--- config.mk ---
export PLATFORM = sky130hd
export DESIGN_NAME = sipo_deser
export DESIGN_NICKNAME = d
export VERILOG_FILES = /design/src/rtl/sipo_deser.sv
export SDC_FILE = /design/constraint.sdc
export NUM_CORES = 1
export LEC_CHECK = 0
export ABC_AREA = 1
export ABC_CLOCK_PERIOD_IN_PS = 2000
export CAP_MARGIN = 40
export CORE_UTILIZATION = 55
export DETAILED_ROUTE_END_ITERATION = 12
export PLACE_DENSITY = 0.89
export SYNTH_ARGS = -nofsm -noshare
export SYNTH_HDL_FRONTEND = slang
export SYNTH_SLANG_ARGS = --single-unit
--- constraint.sdc ---
create_clock -name clk -period 2 [get_ports clk]
set_input_delay 0.2 -clock clk [delete_from_list [all_inputs] [get_ports clk]]
set_output_delay 0.2 -clock clk [all_outputs]
set_load 0.01 [all_outputs]
--- src/rtl/sipo_deser.sv ---
// MSB-first serial-to-parallel deserializer with a one-word valid/ready output buffer.
// Optional even-parity frame bit and dout_perr port enabled by defining PARITY_EN.
module sipo_deser #(
  parameter int unsigned BIT = 8
) (
  input  logic           clk,
  input  logic           rst,
  input  logic           din,
  input  logic           din_vld,
  output logic           din_rdy,
  output logic [BIT-1:0] dout,
  output logic           dout_vld,
`ifdef PARITY_EN
  output logic           dout_perr,
`endif
  input  logic           dout_rdy
);

`ifdef PARITY_EN
  localparam int unsigned FRAME = BIT + 1;
`else
  localparam int unsigned FRAME = BIT;
`endif
  localparam int unsigned CNT_W = (FRAME > 1) ? $clog2(FRAME) : 1;
  localparam logic [CNT_W-1:0] CNT_LAST = CNT_W'(FRAME - 1);

  logic [BIT-1:0]   sh;
  logic [CNT_W-1:0] cnt;
  logic             last_bit;
  logic             accept;
  logic [BIT-1:0]   sh_next;
  logic [BIT-1:0]   word;

  // Only the final bit of a frame can stall, and only while the previous word is still held.
  assign last_bit = (cnt == CNT_LAST);
  assign din_rdy  = !(last_bit && dout_vld && !dout_rdy);
  assign accept   = din_vld && din_rdy;
  assign sh_next  = {sh[BIT-2:0], din};

`ifdef PARITY_EN
  assign word = sh;
`else
  logic sh_msb_unused;
  assign word          = sh_next;
  assign sh_msb_unused = sh[BIT-1];
`endif

  always_ff @(posedge clk) begin
    if (!rst) begin
      sh       <= '0;
      cnt      <= '0;
      dout     <= '0;
      dout_vld <= 1'b0;
`ifdef PARITY_EN
      dout_perr <= 1'b0;
`endif
    end else begin
      if (accept) begin
        sh  <= sh_next;
        cnt <= last_bit ? '0 : cnt + CNT_W'(1);
      end
      // A load on the same edge as a drain keeps dout_vld high, so no bubble.
      if (accept && last_bit) begin
        dout     <= word;
        dout_vld <= 1'b1;
`ifdef PARITY_EN
        dout_perr <= (^sh) ^ din;
`endif
      end else if (dout_vld && dout_rdy) begin
        dout_vld <= 1'b0;
      end
    end
  end

endmodule
==> reports/results.txt <==
The run finished with clean final reports. The global routing stage identified its most utilized layer as met2. By area the synthesized netlist is led by sky130_fd_sc_hd__dfxtp_1 41%, sky130_fd_sc_hd__inv_1 13%, sky130_fd_sc_hd__nand2_1 11%. For the number of antenna violations at the first check in global routing, the log shows 0. Clock-pin slew was measured on the worst setup and hold paths at 0.10 ns. Counting instances, the worst hold path has a depth of 2. The global-route wire length before repair is 2.72 mm, and the number of port buffers is 14. The half-perimeter wire length after detailed placement is 1.07 mm. The run gives 0 as the total setup violations reported at the end of the flow.

TritonCTS built the clock tree. Pin count of the biggest net entering global routing: 30. The fraction of final layout cells with drive strength greater than 1 works out to 0.0537. The measured slew at the worst slew-check pin is 0.648 ns, and the number of design rule violations left after detail routing is 0. Synthesis produced 136 cells. The final worst setup slack came out at 0.114 ns. For the area after detailed placement, the log shows 1050 sq um. The type of the worst min-delay path was reg -> reg. Prior to clock tree synthesis, the placed netlist has a worst setup slack of 0.448 ns. The ratio of routed vias to standard cells is 4.78. The floorplan step set the die width to 42.9 um.

For this run, the number of Yosys warnings is 0. After synthesis, the netlist uses 13 different library cells. In this run, synthesis inferred 0 flip-flops with an integrated enable. Power spread over the standard cell area amounts to 622 nW/um^2. After detailed routing, the average wire length per cell comes to 9.33 um.

Once placement completed, the tool counted placed cells totaling 161. The aggregate global routing overflow came out at 0. The die is 42.9 um tall. The setup total negative slack is 0 ns, and the number of non-filler instances in the completed layout is 165. Area fraction of the dominant cell type after synthesis: 0.413. Capturing element type of the critical path: a primary output. The final design utilization came out at 0.700. The logs give 0 for the number of buffers inserted for hold repair after clock tree synthesis and 0.413 for the sequential area share after synthesis.

In this run the static leakage power is 0.525 nW. The share of synthesized registers carrying an async set or reset works out to 0. The commonest cells after synthesis are 31 x sky130_fd_sc_hd__inv_1, 27 x sky130_fd_sc_hd__nand2_1, 19 x sky130_fd_sc_hd__dfxtp_1. Each instance of the synthesized netlist takes up on average 6.77 sq um. Compared with the post-synthesis result, the final layout area differs by 17.3%. Number of max-slew violations in the final report: 0. For the routing usage on met3, the log shows 0.0255.

The tools report the cell at the root of the clock tree as sky130_fd_sc_hd__clkbuf_4. Setup repair after global routing left no endpoint under its margin. On the final layout, the worst clock skew is 0.00389 ns. Number of register bits inferred by synthesis: 19. Wires add up to 1.54 mm.

The tools report the synthesized netlist net count as 143. Met2 track demand over resource: 0.321. Clock tree synthesis found a total of 19 sinks.

The logs give 0.567 for the worst-case headroom to the max-slew limit and 0.474 mV for the largest voltage drop on the vdd net. The cell type with the highest aggregate area in the netlist is sky130_fd_sc_hd__dfxtp_1. The tools report the maximum clock rate as 530 MHz. The core region is 1540 sq um. The run gives 4 as the detailed-routing iteration count for the pre-antenna-repair pass. The floorplan has 14 rows. For the count of fill cells added during filler insertion, the log shows 122.

The critical path goes through ha_1, ha_1, nand3_1, clkdlybuf4s50_1. The run gives 1.69 ns as the data arrival at the endpoint of the critical path. During I/O placement, the number of pins put on the boundary was 15. The run gives 1 as the number of levels the H-tree was split into.

The number of setup buffers added after CTS is 0. Along the worst path, the maximum fanout reaches 3. The final worst-path cycle share is 0.943, and the critical path required time is 1.80 ns. The repair_antennas step left the layout with diodes totalling 0. The worst setup path is of the reg -> out kind.

Met1 usage: 0.248. The tools report the initial core utilization as 0.597. Slowest cell on the critical path: sky130_fd_sc_hd__clkdlybuf4s50_1. The die covers 1840 sq um.

The congestion estimate from routability-driven global placement came to 0.746. The post-synth design cell area came out at 921 sq um. The count of endpoints failing hold in the final timing report was 0; the global-route usage over all layers was 0.197. The worst path needs 1.89 ns of the cycle, external delays included. Most numerous cell in the Yosys netlist: sky130_fd_sc_hd__inv_1. Cell type with the highest occurrence count on the critical path: sky130_fd_sc_hd__ha_1. Buffers inserted during clock tree synthesis total 3. Number of buffers between clock root and the deepest sink: 2. For this block, the via count after detailed routing is 788. The number of gates resized after CTS was 0. The delay of the slowest cell on the worst path is 0.55 ns. The count of routing violations after the opening detailed-route iteration came out at 10.

The logs give 0 for the number of nets still failing antenna checks after routing and 157 for the net total in the final layout. STA classifies the critical path startpoint as a register. For the worst flop-to-flop path, the logic depth is 7.

Among all flip-flop cells after synthesis, the most frequent one is sky130_fd_sc_hd__dfxtp_1. Clock latency on the worst-skew pair, taken at its later pin, is 0.30 ns. Once layout is done, the placed cells without fillers occupy 1080 sq um. For the via count of the first global-routing pass, the log shows 652. The run gives 0 as the max capacitance violation total.
==> cells by family after synthesis <==
kind of cell	share of synthesized area
and+or+nand+nor	0.325
adders and majority gates	0.0272
AOI/OAI and AO/OA	0.0543
buffers and inverters	0.181
DFF	0.413
==> state kept, by name, indices dropped and copies added (netlist names) <==
name and count:
dout 8, sh 7, cnt 3, dout_vld 1
==> area by class of cell <==
type	count	area, sq um	share of cell area
sequential	19	380	0.352
multi-input combinational	78	374	0.346
timing repair buffer	17	163	0.151
inverter	31	116	0.108
clock buffer	4	26.3	0.0243
tap	16	20.0	0.0185
==> worst max-delay path, delay by kind of cell (launching register included) <==
kind	cells	cell delay, ns
buf+inv	1	0.55
fa+ha+maj	2	0.39
flops	1	0.34
simple gates	1	0.11
==> metrics by stage <==
stage,total power [mW],hold WS [ns]
floorplan,0.469,0.432
global placement,0.482,0.463
detailed placement,0.487,0.475
CTS,0.681,0.499
global route,0.701,0.538
finish,0.672,0.495
==> per-layer routing <==
metal,part of all wire,up-vias
li1,-,437
met4,0.025,0
met1,0.46,329
met5,0,-
met2,0.49,17
met3,0.029,5
==> placed cells by master (no fill, tap or decap) <==
master / instances
sky130_fd_sc_hd__nand4_1: 8
sky130_fd_sc_hd__a21oi_1: 9
sky130_fd_sc_hd__clkdlybuf4s50_1: 14
sky130_fd_sc_hd__nand3_4: 1
sky130_fd_sc_hd__nand3_1: 12
sky130_fd_sc_hd__clkbuf_1: 1
sky130_fd_sc_hd__buf_4: 3
sky130_fd_sc_hd__clkbuf_4: 3
sky130_fd_sc_hd__o21ai_0: 1
sky130_fd_sc_hd__dfxtp_1: 19
sky130_fd_sc_hd__nor2_1: 17
sky130_fd_sc_hd__inv_1: 31
sky130_fd_sc_hd__nand2_2: 1
sky130_fd_sc_hd__ha_1: 2
sky130_fd_sc_hd__nand2_1: 27
==> where the power goes <==
part           total (mW)  switching [mW]  leakage, nW  internal, mW
Sequential          0.402         0.00805        0.155         0.394
Clock               0.194           0.116       0.0150        0.0778
Combinational      0.0760          0.0426        0.355        0.0334
Total               0.672           0.167        0.525         0.505
==> worst paths after layout <==
check	from	end	slack (ns)
worst max-delay path	cnt[0]	din_rdy	0.11
worst min-delay path	sh[0]	sh[0]	0.50
worst max register to register	cnt[0]	sh[6]	0.62
worst min register to register	sh[0]	sh[0]	0.50
No activity file was read; power rests on OpenSTA's default activity.
